==> config.mk <==
export PLATFORM = sky130hd
export DESIGN_NAME = rplx_match_scheduler_flat
export DESIGN_NICKNAME = d
export VERILOG_FILES = /design/src/rtl/rplx_match_scheduler_if.sv /design/src/rtl/rplx_match_scheduler.sv /design/src/flat_wrapper.sv
export SDC_FILE = /design/constraint.sdc
export NUM_CORES = 1
export LEC_CHECK = 0
export CAP_MARGIN = 20
export CORE_MARGIN = 5
export CORE_UTILIZATION = 40
export DETAILED_ROUTE_END_ITERATION = 8
export PLACE_DENSITY_LB_ADDON = 0.12
export SETUP_SLACK_MARGIN = 0.02
export SLEW_MARGIN = 40
export SYNTH_ARGS = -nofsm -noshare
export SYNTH_HDL_FRONTEND = slang
export SYNTH_SLANG_ARGS = --single-unit
==> constraint.sdc <==
create_clock -name clk -period 3.5 [get_ports clk]
set_clock_uncertainty 0.15 [all_clocks]
set_input_delay 0.35 -clock clk [delete_from_list [all_inputs] [get_ports clk]]
set_output_delay 0.35 -clock clk [all_outputs]
set_load 0.01 [all_outputs]
==> src/rtl/rplx_match_scheduler_if.sv <==
// rplx_match_scheduler_if: requester, engine and response signals of the match scheduler
interface rplx_match_scheduler_if #(
  parameter int NREQ  = 4,
  parameter int PC_W  = 16,
  parameter int POS_W = 16,
  parameter int CNT_W = 24
);
  logic [NREQ-1:0]       req_valid;
  logic [NREQ-1:0]       req_ready;
  logic [NREQ*PC_W-1:0]  req_pc;
  logic [NREQ*POS_W-1:0] req_pos;
  logic                  eng_start;
  logic [PC_W-1:0]       eng_pc;
  logic [POS_W-1:0]      eng_pos;
  logic                  eng_halt;
  logic                  eng_done;
  logic                  eng_matched;
  logic [POS_W-1:0]      eng_end_pos;
  logic [NREQ-1:0]       rsp_valid;
  logic [NREQ-1:0]       rsp_ready;
  logic                  rsp_matched;
  logic                  rsp_aborted;
  logic [POS_W-1:0]      rsp_pos;
  logic [CNT_W-1:0]      last_cycles;
  logic                  busy;
  modport master (
    input  req_valid, req_pc, req_pos, eng_done, eng_matched, eng_end_pos, rsp_ready,
    output req_ready, eng_start, eng_pc, eng_pos, eng_halt,
           rsp_valid, rsp_matched, rsp_aborted, rsp_pos, last_cycles, busy
  );
  modport slave (
    output req_valid, req_pc, req_pos, eng_done, eng_matched, eng_end_pos, rsp_ready,
    input  req_ready, eng_start, eng_pc, eng_pos, eng_halt,
           rsp_valid, rsp_matched, rsp_aborted, rsp_pos, last_cycles, busy
  );
endinterface

==> src/rtl/rplx_match_scheduler.sv <==
// rplx_match_scheduler: round-robin sharing of one match engine with a per-job cycle watchdog
module rplx_match_scheduler #(
  parameter int NREQ       = 4,
  parameter int PC_W       = 16,
  parameter int POS_W      = 16,
  parameter int CNT_W      = 24,
  parameter int MAX_CYCLES = 0
) (
  input logic clk,
  input logic rst,
  rplx_match_scheduler_if.master bus
);
  localparam int PTR_W = $clog2(NREQ);
  typedef enum logic [2:0] {IDLE, START, RUN, ABORT, RESP} state_t;
  state_t state, state_n;
  logic [PTR_W-1:0] rr_ptr, owner, gnt;
  logic gnt_ok, accept, expire, rsp_hs;
  logic [CNT_W-1:0] cnt, cnt_inc;
  always_comb begin
    gnt = '0;
    gnt_ok = 1'b0;
    for (int i = NREQ - 1; i >= 0; i--)
      if (bus.req_valid[PTR_W'((int'(rr_ptr) + i) % NREQ)]) begin
        gnt = PTR_W'((int'(rr_ptr) + i) % NREQ);
        gnt_ok = 1'b1;
      end
  end
  assign cnt_inc = &cnt ? cnt : cnt + 1'b1;
  assign accept  = state == IDLE && gnt_ok;
  assign expire  = MAX_CYCLES != 0 && cnt_inc == CNT_W'(MAX_CYCLES);
  assign rsp_hs  = state == RESP && bus.rsp_ready[owner];
  // req_ready is combinational, so it is gated by rst to stay low throughout reset
  assign bus.req_ready = accept && !rst ? NREQ'(1) << gnt : '0;
  assign bus.rsp_valid = state == RESP ? NREQ'(1) << owner : '0;
  assign bus.eng_start = state == START;
  assign bus.busy      = state != IDLE;
  always_comb begin
    state_n = state;
    case (state)
      IDLE:    state_n = accept ? START : IDLE;
      START:   state_n = RUN;
      RUN:     state_n = bus.eng_done ? RESP : expire ? ABORT : RUN;
      ABORT:   state_n = bus.eng_done ? RESP : ABORT;
      RESP:    state_n = rsp_hs ? IDLE : RESP;
      default: state_n = IDLE;
    endcase
  end
  always_ff @(posedge clk or posedge rst)
    if (rst) state <= IDLE;
    else state <= state_n;
  always_ff @(posedge clk or posedge rst)
    if (rst) begin
      rr_ptr <= '0;
      owner <= '0;
      cnt <= '0;
      bus.eng_pc <= '0;
      bus.eng_pos <= '0;
      bus.eng_halt <= 1'b0;
      bus.rsp_matched <= 1'b0;
      bus.rsp_aborted <= 1'b0;
      bus.rsp_pos <= '0;
      bus.last_cycles <= '0;
    end else begin
      bus.eng_halt <= state == RUN && !bus.eng_done && expire;
      if (accept) begin
        owner <= gnt;
        bus.eng_pc <= bus.req_pc[gnt*PC_W +: PC_W];
        bus.eng_pos <= bus.req_pos[gnt*POS_W +: POS_W];
        cnt <= '0;
      end
      if (state == RUN) begin
        cnt <= cnt_inc;
        if (bus.eng_done) begin
          bus.rsp_matched <= bus.eng_matched;
          bus.rsp_aborted <= 1'b0;
          bus.rsp_pos <= bus.eng_matched ? bus.eng_end_pos : bus.eng_pos;
          bus.last_cycles <= cnt_inc;
        end
      end
      // the halted engine's own result is meaningless, so only its done pulse is used
      if (state == ABORT && bus.eng_done) begin
        bus.rsp_matched <= 1'b0;
        bus.rsp_aborted <= 1'b1;
        bus.rsp_pos <= bus.eng_pos;
        bus.last_cycles <= CNT_W'(MAX_CYCLES);
      end
      if (rsp_hs) rr_ptr <= owner == PTR_W'(NREQ - 1) ? '0 : owner + 1'b1;
    end
endmodule
==> src/flat_wrapper.sv <==
// flat-port wrapper written by rule: the top's interface ports become plain ports
module rplx_match_scheduler_flat 
#(
  parameter int NREQ       = 4,
  parameter int PC_W       = 16,
  parameter int POS_W      = 16,
  parameter int CNT_W      = 24,
  parameter int MAX_CYCLES = 0
)
  (clk, rst, bus_req_valid, bus_req_pc, bus_req_pos, bus_eng_done, bus_eng_matched, bus_eng_end_pos, bus_rsp_ready, bus_req_ready, bus_eng_start, bus_eng_pc, bus_eng_pos, bus_eng_halt, bus_rsp_valid, bus_rsp_matched, bus_rsp_aborted, bus_rsp_pos, bus_last_cycles, bus_busy);
  rplx_match_scheduler_if #(.NREQ(NREQ), .PC_W(PC_W), .POS_W(POS_W), .CNT_W(CNT_W)) bus_i ();
  input logic clk;
  input logic rst;
  input wire logic [$bits(bus_i.req_valid)-1:0] bus_req_valid;
  input wire logic [$bits(bus_i.req_pc)-1:0] bus_req_pc;
  input wire logic [$bits(bus_i.req_pos)-1:0] bus_req_pos;
  input wire logic [$bits(bus_i.eng_done)-1:0] bus_eng_done;
  input wire logic [$bits(bus_i.eng_matched)-1:0] bus_eng_matched;
  input wire logic [$bits(bus_i.eng_end_pos)-1:0] bus_eng_end_pos;
  input wire logic [$bits(bus_i.rsp_ready)-1:0] bus_rsp_ready;
  output wire logic [$bits(bus_i.req_ready)-1:0] bus_req_ready;
  output wire logic [$bits(bus_i.eng_start)-1:0] bus_eng_start;
  output wire logic [$bits(bus_i.eng_pc)-1:0] bus_eng_pc;
  output wire logic [$bits(bus_i.eng_pos)-1:0] bus_eng_pos;
  output wire logic [$bits(bus_i.eng_halt)-1:0] bus_eng_halt;
  output wire logic [$bits(bus_i.rsp_valid)-1:0] bus_rsp_valid;
  output wire logic [$bits(bus_i.rsp_matched)-1:0] bus_rsp_matched;
  output wire logic [$bits(bus_i.rsp_aborted)-1:0] bus_rsp_aborted;
  output wire logic [$bits(bus_i.rsp_pos)-1:0] bus_rsp_pos;
  output wire logic [$bits(bus_i.last_cycles)-1:0] bus_last_cycles;
  output wire logic [$bits(bus_i.busy)-1:0] bus_busy;
  assign bus_i.req_valid = bus_req_valid;
  assign bus_i.req_pc = bus_req_pc;
  assign bus_i.req_pos = bus_req_pos;
  assign bus_i.eng_done = bus_eng_done;
  assign bus_i.eng_matched = bus_eng_matched;
  assign bus_i.eng_end_pos = bus_eng_end_pos;
  assign bus_i.rsp_ready = bus_rsp_ready;
  assign bus_req_ready = bus_i.req_ready;
  assign bus_eng_start = bus_i.eng_start;
  assign bus_eng_pc = bus_i.eng_pc;
  assign bus_eng_pos = bus_i.eng_pos;
  assign bus_eng_halt = bus_i.eng_halt;
  assign bus_rsp_valid = bus_i.rsp_valid;
  assign bus_rsp_matched = bus_i.rsp_matched;
  assign bus_rsp_aborted = bus_i.rsp_aborted;
  assign bus_rsp_pos = bus_i.rsp_pos;
  assign bus_last_cycles = bus_i.last_cycles;
  assign bus_busy = bus_i.busy;
  rplx_match_scheduler #(.NREQ(NREQ), .PC_W(PC_W), .POS_W(POS_W), .CNT_W(CNT_W), .MAX_CYCLES(MAX_CYCLES)) u_core (.clk(clk), .rst(rst), .bus(bus_i));
endmodule
==> results by group, run 1 <==
Global routing
  – First-pass GRT wire length: 31.9 mm
  – Largest net degree at the start of global routing: 65
  – GRT Util Overall: 0.228
  – Total gr overflow: 0
  – Initial antenna violation count: 0
  – Number of global-route vias before repair: 5744

Clock network
  – Total CTS buffers: 9
  – Resized cells post-CTS: 0
  – CTS tree: built
  – Root buffer cell: clkbuf_16
  – Cts hold-fix bufs: 0
  – Clock Pin Slew Worst Setup and Hold Paths: 0.07 ns
  – Setup bufs post-CTS: 0
  – Clk buf depth: 2
  – Worst-Skew Late Latency: 0.35 ns
  – # H-tree levels: 3
  – Clock Sinks: 105

Power
  – Logic pwr share: 0.503
  – Net Sw Frac: 0.394
  – Psw: 2.36 mW
  – Share of total power in sequential cells: 0.338
  – Leakage: 3.83 nW
  – Peak VDD IR: 0.419 mV
  – Total internal power: 3.62 mW
  – Power Density: 678 mW/mm^2
  – Clock power frac: 0.159

Cells and area
  – Final Util: 0.602
  – Fraction of layout cells with a size suffix above 1: 0.0529
  – Synthesis-to-layout area growth: 46.9%
  – Fillers: 1273
  – Nets@finish: 988
  – Most common cell after layout, fill and taps aside: clkdlybuf4s50_1
  – ANT cells: 0
  – Most frequent cells in the layout: clkdlybuf4s50_1 (239), dfrtp_1 (105), nand2_1 (96)

Logic synthesis
  – Synthesized area: 0.00600 mm^2
  – Ys flop type: dfrtp_1
  – Synth area leader: dfrtp_1
  – Register area share after synthesis: 0.438
  – Mapped Nets: 771
  – Share of flip-flops with an asynchronous set or reset: 1.00
  – Cells after Synth: 610
  – Synth warnings: 0
  – Seq cells post-synth: 105
  – EDFF count, synth: 0
  – Syn avg cell area: 9.84 um^2
  – Synth top area share: 0.438
  – Largest cells by area after synthesis: dfrtp_1 (44%), mux2i_1 (14%), nand2_1 (6.0%)
  – Yosys cell types: 61

Place
  – Gpl congestion: 0.902
  – IO Port Bufs: 239
  – Dpl hpwl: 15.6 mm

Floorplan
  – Die X: 133 um
  – Die height: 133 um
  – Initial core utilization: 0.410
  – Core Area: 0.0146 mm^2
  – Io pins: 241
  – FP Rows: 44
  – DIE AREA: 0.0176 mm^2

Routing
  – DRT Pass-1 Iters: 5
  – DRC: 0
  – Routed Antenna Nets: 0
  – WL/cell: 19.9 um
  – Final WL: 20.2 mm
  – DRT iter0 DRCs: 323
  – Via count: 5637
  – Vias/cell: 5.55

STA
  – TNS Setup: 0 ns
  – Final Hold Viols: 0
  – # setup viols final: 0
  – Final Cycle Share: 0.849
  – Worst slew margin: 0.483
  – Post-layout minimum cycle time: 2.97 ns
  – Final Slew Violations: 0
  – Fmax: 0.337 GHz
  – RSZ-0062 raised after global routing: no
  – Worst-margin pin slew: 0.776 ns

Status
  – Status: finished, final reports clean

Setup path
  – Critical path class: flop to output port
  – CP startpoint kind: flop
  – Crit. End Element: output port
  – R2R cell count: 5
  – R2r setup slk: 0.92 ns
  – Critical R2R Launch: u_core.cnt[3]$_DFFE_PP0P_
  – Worst reg2reg endpoint: u_core.cnt[11]$_DFFE_PP0P_
  – CP max FO: 14
  – CP arrival: 2.47 ns
  – Crit path required time: 3.00 ns

Worst hold path
  – Hold_sp: u_core.bus.rsp_pos[6]$_DFFE_PP0P_
  – Worst Hold Endpoint: u_core.bus.rsp_pos[6]$_DFFE_PP0P_
  – Worst Hold Depth: 2
  – HP Class: flop to flop

Run
  – Max-cap viol count: 0
[flip-flops by register name (all words and copies together), names as in the netlist]
name	cells
u_core.cnt	24
u_core.state	3
u_core.owner	2
u_core.rr_ptr	2
u_core.bus.eng_pos	16
u_core.bus.last_cycles	24
u_core.bus.rsp_aborted	1
u_core.bus.rsp_pos	16
u_core.bus.rsp_matched	1
u_core.bus.eng_pc	16
[logic make-up after synthesis]
| logic type | Yosys count | synth area share |
|---|---|---|
| mux | 86 | 0.146 |
| fa+ha+maj | 5 | 0.0104 |
| buf+inv | 53 | 0.0396 |
| flops | 105 | 0.438 |
| xor+xnor | 20 | 0.0292 |
| other cells | 1 | 0.000625 |
| simple gates | 188 | 0.163 |
| compound gates | 152 | 0.173 |
[how the worst max path moves through the flow]
stage	start	to	cells after the start	slack [ns]
detailed placement	bus_req_valid[3]	bus_req_ready[2]	5	0.63
floorplan	rst	bus_req_ready[0]	2	0.67
global placement	bus_req_valid[0]	bus_req_ready[3]	6	0.68
CTS	u_core.state[2]$_DFF_PP0_	bus_req_ready[1]	4	0.49
global route	u_core.state[2]$_DFF_PP0_	bus_req_ready[1]	4	0.39
finish	u_core.state[2]$_DFF_PP0_	bus_req_ready[1]	4	0.53
[through the flow]
step           worst slack (ns)  hold slack [ns]  instances  cell area (um^2)  total power [mW]
5_1_grt                   0.386            0.355       1015              8820              6.39
6_report                  0.529            0.327       1015              8820              5.98
2_1_floorplan             0.671            0.326        610              6010              3.61
3_5_place_dp              0.627            0.319       1000              8540              5.07
4_1_cts                   0.491            0.334       1015              8820              6.04
3_3_place_gp              0.683            0.311        999              8530              5.00
[Yosys cell counts (all sizes together), types with 4 or more instances]
master,count
buf,24
a21oi,18
mux2i,81
a2111oi,4
and4,6
o221ai,32
nor3b,4
nand2b,7
xnor2,18
dfrtp,105
o21ai,58
nor2,13
a31oi,8
and2,7
a22o,4
nand3,14
and3,12
clkbuf,20
nor3,5
inv,9
nand2,96
nand4,9
mux2,4
nor4,7
ha,5
a211oi,9
[power by group through the flow]
stage / registers (mW) / clock network, mW / logic, mW
after floorplan: 2.09 / 0 / 1.52
after global routing: 2.09 / 1.03 / 3.27
final: 2.02 / 0.951 / 3.01
after detailed placement: 2.04 / 0 / 3.03
after CTS: 2.02 / 0.979 / 3.04
after global placement: 2.02 / 0 / 2.98
[cell type report]
cell class / instances / area, um^2 / area share
well taps: 184 / 230 / 0.0261
multi-input cells: 452 / 3150 / 0.357
clock inverters: 2 / 13.8 / 0.00156
inverters: 9 / 37.5 / 0.00426
repair buffers: 250 / 2500 / 0.284
flip-flops and latches: 105 / 2630 / 0.298
clock buffers: 13 / 260 / 0.0295
[metal layers]
layer	vias to the layer above	track usage	wire, um
li1	2683	-	-
met1	2718	0.291	8300
met2	219	0.387	10200
met3	17	0.0558	1380
met4	0	0.0624	268
met5	-	0	0
[critical path: stages (launching register included)]
cell             delay, ns
dfrtp_1               0.51
or3_1                 0.51
or2_1                 0.28
nor4_1                0.24
clkdlybuf4s50_1       0.59
Note: power is estimated with default switching activity, not from simulation.
==> run 2: changes to the inputs <==
clock period = 2.6 ns   (was 3.5 ns; I/O delays follow)
==> run 2 against run 1 <==
  * Cell count rose by 1.7%
  * Critical path type unchanged
  * Non-clock buffer count increased by 16
  * Via count rose by 0.98%
  * Hold slack lost 0.00096 ns
  * Worst setup slack got worse by 0.40 ns
  * Sequential cell count is the same
  * Global-route usage is 0.085 points higher
  * Design area up 2.5%
  * Utilization increased by 1.5 points
  * Total power up 42%
==> results by group, run 2 (synthesized netlist as in run 1, its figures left out) <==
Status
  – Status: finished, final reports clean

Power
  – Share of total power in sequential cells: 0.316
  – Logic pwr share: 0.500
  – Leakage: 3.98 nW
  – Total internal power: 5.25 mW
  – Peak VDD IR: 0.783 mV
  – Power Density: 939 mW/mm^2
  – Psw: 3.25 mW
  – Clock power frac: 0.184
  – Net Sw Frac: 0.382

STA
  – Final Hold Viols: 0
  – Worst-margin pin slew: 0.715 ns
  – Worst slew margin: 0.520
  – TNS Setup: 0 ns
  – Post-layout minimum cycle time: 2.47 ns
  – # setup viols final: 0
  – RSZ-0062 raised after global routing: no
  – Final Cycle Share: 0.949
  – Fmax: 0.405 GHz
  – Final Slew Violations: 0
  – Min Hold Slack: 0.326 ns

Routing
  – Final WL: 20.4 mm
  – WL/cell: 19.7 um
  – DRC: 0
  – DRT iter0 DRCs: 342
  – Vias/cell: 5.52
  – Routed Antenna Nets: 0
  – Via count: 5692
  – DRT Pass-1 Iters: 6

Setup path
  – CP startpoint kind: flop
  – CP arrival: 2.06 ns
  – R2R cell count: 6
  – CP max FO: 5
  – Crit. End Element: output port
  – Crit path required time: 2.19 ns
  – Critical path class: flop to output port

Cells and area
  – Area occupied by multi-input gates: 0.00315 mm^2
  – Most frequent cells in the layout: clkdlybuf4s50_1 (235), dfrtp_1 (104), nand2_1 (96)
  – Fillers: 1233
  – Final non-filler cell area: 0.00904 mm^2
  – Fraction of layout cells with a size suffix above 1: 0.0767
  – Most common cell after layout, fill and taps aside: clkdlybuf4s50_1
  – ANT cells: 0
  – Largest registers: u_core.bus.last_cycles (24), u_core.cnt (24)
  – Final Util: 0.617
  – Nets@finish: 1004
  – Synthesis-to-layout area growth: 50.6%
  – Register area: 0.00263 mm^2

Run
  – Max-cap viol count: 0

Global routing
  – Largest net degree at the start of global routing: 106
  – GR Layer Usage met1: 0.287
  – GRT Util Overall: 0.229
  – Met2 Use GR: 0.379
  – Initial antenna violation count: 0
  – Total gr overflow: 0
  – Global-route met3 utilization: 0.0710
  – GR peak layer: met2
  – Number of global-route vias before repair: 5899
  – First-pass GRT wire length: 32.5 mm

Place
  – Dpl hpwl: 15.5 mm
  – Dpl cell area: 0.00870 mm^2
  – Gpl congestion: 0.948
  – IO Port Bufs: 239

Floorplan
  – Die X: 133 um
  – DIE AREA: 0.0176 mm^2
  – Core Area: 0.0146 mm^2
  – FP Rows: 44
  – Initial core utilization: 0.410
  – Die height: 133 um
  – Io pins: 241

Worst hold path
  – HP Class: flop to flop
  – Worst Hold Depth: 2

Clock network
  – CTS tree: built
  – Worst-Skew Late Latency: 0.35 ns
  – Root buffer cell: clkbuf_16
  – Clock Pin Slew Worst Setup and Hold Paths: 0.07 ns
  – Total CTS buffers: 9
  – Clock Sinks: 105
  – # H-tree levels: 3
  – Clk buf depth: 2
run 2: changes by cell type in the layout (fill, tap and decap cells not counted), sizes merged:
cell,previous run,this run
buf,11,27
clkbuf,13,9
clkdlybuf4s50,239,235
dlygate4sd2,0,4
bufinv,0,3
clkinvlp,1,2
inv,8,9
run 2: area by class of cell:
class / count / share of cell area
inverters: 9 / 0.00415
well taps: 184 / 0.0255
repair buffers: 266 / 0.293
clock buffers: 9 / 0.0249
flip-flops and latches: 105 / 0.291
clock inverters: 7 / 0.0129
multi-input cells: 452 / 0.349
run 2: metal layers:
layer  vias up  routed length [um]
met1      2716                8420
li1       2711                   -
met4         0                 625
met2       230                9900
met3        35                1430
met5         -                   0
run 2: repair_timing:
| item | in CTS | in global routing |
|---|---|---|
| resized for setup | 6 | 0 |
| buffers inserted | 0 | 0 |
| setup endpoints to repair | 4 | 0 |
| hold endpoints to repair | 0 | 0 |
| hold buffers | 0 | 0 |
run 2: power by group through the flow:
stage | Combinational (mW) | Sequential (mW) | Clock [mW]
floorplan | 2.05 | 2.81 | 0
global placement | 4.18 | 2.67 | 0
detailed placement | 4.26 | 2.70 | 0
CTS | 4.27 | 2.68 | 1.60
global route | 4.59 | 2.77 | 1.67
finish | 4.24 | 2.68 | 1.57
run 2: through the flow:
stage	std cells	setup slack [ns]	power (mW)
floorplan	610	-0.0493	4.86
global placement	1016	-0.0107	6.86
detailed placement	1016	-0.0491	6.96
CTS	1032	0.123	8.56
global route	1032	0.0545	9.04
finish	1032	0.134	8.49
run 2: worst paths after layout:
path / end / slack (ns) / start
min in group asynchronous: u_core.owner[0]$_DFFE_PP0P_ / 0.36 / rst
worst min-delay path: u_core.bus.rsp_pos[0]$_DFFE_PP0P_ / 0.33 / u_core.bus.rsp_pos[0]$_DFFE_PP0P_
worst max register to register: u_core.cnt[22]$_DFFE_PP0P_ / 0.28 / u_core.cnt[0]$_DFFE_PP0P_
worst max-delay path: bus_req_ready[0] / 0.13 / u_core.rr_ptr[1]$_DFFE_PP0P_
max in group asynchronous: u_core.rr_ptr[1]$_DFFE_PP0P_ / 1.44 / rst
worst min register to register: u_core.bus.rsp_pos[0]$_DFFE_PP0P_ / 0.33 / u_core.bus.rsp_pos[0]$_DFFE_PP0P_
run 2: worst max-delay path, stage by stage (launching register included):
cell	delay, ns
dfrtp_2	0.45
a21oi_1	0.17
nor3b_1	0.09
or3_1	0.40
buf_4	0.15
and4_1	0.16
dlygate4sd2_1	0.28
==> run 3: changes to the inputs <==
PLACE_DENSITY = 0.84   (was not set)
PLACE_DENSITY_LB_ADDON = not set   (was 0.12)
==> run 3 against run 2 <==
  * Non-clock buffer count shrank 2
  * Via count shrank 1.3%
  * Cell count shrank 0.19%
  * Global-route usage shrank 0.70 points
  * Maximum frequency grew 2.1%
  * Largest power group unchanged
  * Register-to-register slack lost 0.02 ns
  * Sequential cell count is the same
  * Total power shrank 1.4%
  * Clock-buffer cell count grew 2
  * Critical path type unchanged
  * Largest cell class unchanged
  * Clock power shrank 4%
  * Sequential share of layout area grew 0.11 points
==> results by group, run 3 (synthesized netlist as in run 1, its figures left out) <==
Worst hold path
  – Worst Hold Depth: 2
  – Worst Hold Endpoint: u_core.bus.last_cycles[10]$_DFFE_PP0P_
  – Hold_sp: u_core.bus.last_cycles[10]$_DFFE_PP0P_
  – HP Class: flop to flop

Floorplan
  – Die X: 133 um
  – FP Rows: 44
  – DIE AREA: 0.0176 mm^2
  – Core Area: 0.0146 mm^2
  – Io pins: 241
  – Initial core utilization: 0.410
  – Die height: 133 um

Setup path
  – CP startpoint kind: flop
  – R2R cell count: 5
  – Critical R2R Launch: u_core.state[2]$_DFF_PP0_
  – Worst reg2reg endpoint: u_core.cnt[0]$_DFFE_PP0P_
  – Crit path cell chain: a21oi_1 > nor3b_1 > or3_1 > nor4_1 > dlygate4sd2_1
  – Crit path required time: 2.19 ns
  – Crit. End Element: output port
  – CP max FO: 5
  – R2r setup slk: 0.26 ns
  – Slowest CP cell: dfrtp_1
  – Max incr delay on CP: 0.44 ns
  – Critical path class: flop to output port
  – CP arrival: 2.01 ns

STA
  – Fmax: 0.414 GHz
  – Final Hold Viols: 0
  – TNS Setup: 0 ns
  – Final Slew Violations: 0
  – Post-layout minimum cycle time: 2.42 ns
  – Final Cycle Share: 0.929
  – # setup viols final: 0
  – Min Hold Slack: 0.326 ns
  – Post-route setup slack: 0.185 ns
  – Worst slew margin: 0.521
  – RSZ-0062 raised after global routing: no
  – Worst-margin pin slew: 0.719 ns

Routing
  – DRT Pass-1 Iters: 5
  – Via count: 5618
  – DRT iter0 DRCs: 479
  – DRC: 0
  – Final WL: 19.7 mm
  – Routed Antenna Nets: 0
  – Vias/cell: 5.45
  – WL/cell: 19.1 um

Cells and area
  – Nets@finish: 1002
  – Final Util: 0.615
  – Synthesis-to-layout area growth: 50.0%
  – Final non-filler cell area: 0.00900 mm^2
  – Most common cell after layout, fill and taps aside: clkdlybuf4s50_1
  – Most frequent cells in the layout: clkdlybuf4s50_1 (235), dfrtp_1 (105), nand2_1 (96)
  – Fraction of layout cells with a size suffix above 1: 0.0733
  – Largest registers: u_core.bus.last_cycles (24), u_core.cnt (24)
  – Post-route insts no fill: 1030
  – ANT cells: 0

Clock network
  – Root buffer cell: clkbuf_16
  – Clock Sinks: 105
  – Total CTS buffers: 9
  – Clk buf depth: 2
  – CTS tree: built
  – # H-tree levels: 3
  – Worst-Skew Late Latency: 0.35 ns
  – Clock Pin Slew Worst Setup and Hold Paths: 0.07 ns

Power
  – Net Sw Frac: 0.381
  – Final Power: 8.37 mW
  – Psw: 3.19 mW
  – Logic pwr share: 0.500
  – Clock power frac: 0.179
  – Share of total power in sequential cells: 0.321
  – Leakage: 3.96 nW
  – Power Density: 930 mW/mm^2
  – Peak VDD IR: 0.583 mV
  – Total internal power: 5.18 mW

Run
  – Max-cap viol count: 0

Global routing
  – Number of global-route vias before repair: 5657
  – Total gr overflow: 0
  – First-pass GRT wire length: 31.4 mm
  – Initial antenna violation count: 0
  – Largest net degree at the start of global routing: 65
  – GRT Util Overall: 0.222

Place
  – IO Port Bufs: 239
  – Dpl cell area: 0.00867 mm^2
  – Dpl hpwl: 15.1 mm
  – Placement Setup Slack: -0.0596 ns
  – Gpl congestion: 0.910
  – Placed cell count: 1014

Status
  – Status: finished, final reports clean
==> run 3: repair_timing <==
action                                  CTS  global route
endpoints found under the hold margin     0             0
hold buffers                              0             0
endpoints found under the setup margin    4             0
buffers inserted                          0             0
resized for setup                         5             0
==> run 3: cell type report <==
| type | count | area [um^2] |
|---|---|---|
| clock buffers | 11 | 253 |
| flip-flops and latches | 105 | 2630 |
| multi-input cells | 452 | 3150 |
| fillers | 1230 | 5640 |
| inverters | 9 | 37.5 |
| repair buffers | 264 | 2630 |
| well taps | 184 | 230 |
| clock inverters | 5 | 77.6 |
==> run 3: worst max-delay path by stage <==
| stage | startpoint | endpoint | slack (ns) | cells past startpoint |
|---|---|---|---|---|
| floorplan | rst | bus_req_ready[0] | -0.05 | 2 |
| CTS | u_core.rr_ptr[1]$_DFFE_PP0P_ | bus_req_ready[3] | 0.16 | 5 |
| detailed placement | bus_req_valid[0] | bus_req_ready[3] | -0.06 | 6 |
| global route | u_core.state[2]$_DFF_PP0_ | bus_req_ready[1] | 0.03 | 4 |
| global placement | bus_req_valid[1] | bus_req_ready[3] | -0.03 | 6 |
| finish | u_core.rr_ptr[1]$_DFFE_PP0P_ | bus_req_ready[3] | 0.18 | 5 |
==> run 3: layer usage <==
metal | global-route usage | up-vias | wire (um)
li1 | - | 2715 | -
met1 | 0.289 | 2681 | 8270
met2 | 0.370 | 194 | 9740
met3 | 0.0456 | 28 | 1180
met4 | 0.0733 | 0 | 463
met5 | 0 | - | 0
==> run 3: power groups by stage <==
stage	registers, mW	clock network, mW	logic, mW
floorplan	2.81	0	2.05
global placement	2.68	0	4.14
detailed placement	2.70	0	4.22
CTS	2.68	1.52	4.22
global route	2.77	1.59	4.56
finish	2.68	1.50	4.19
==> run 3: worst max-delay path: cells and delay by family, from the launching register on <==
family          cells  cell delay (ns)
compound gates      1             0.15
simple gates        3             0.76
flops               1             0.44
buf+inv             1             0.32
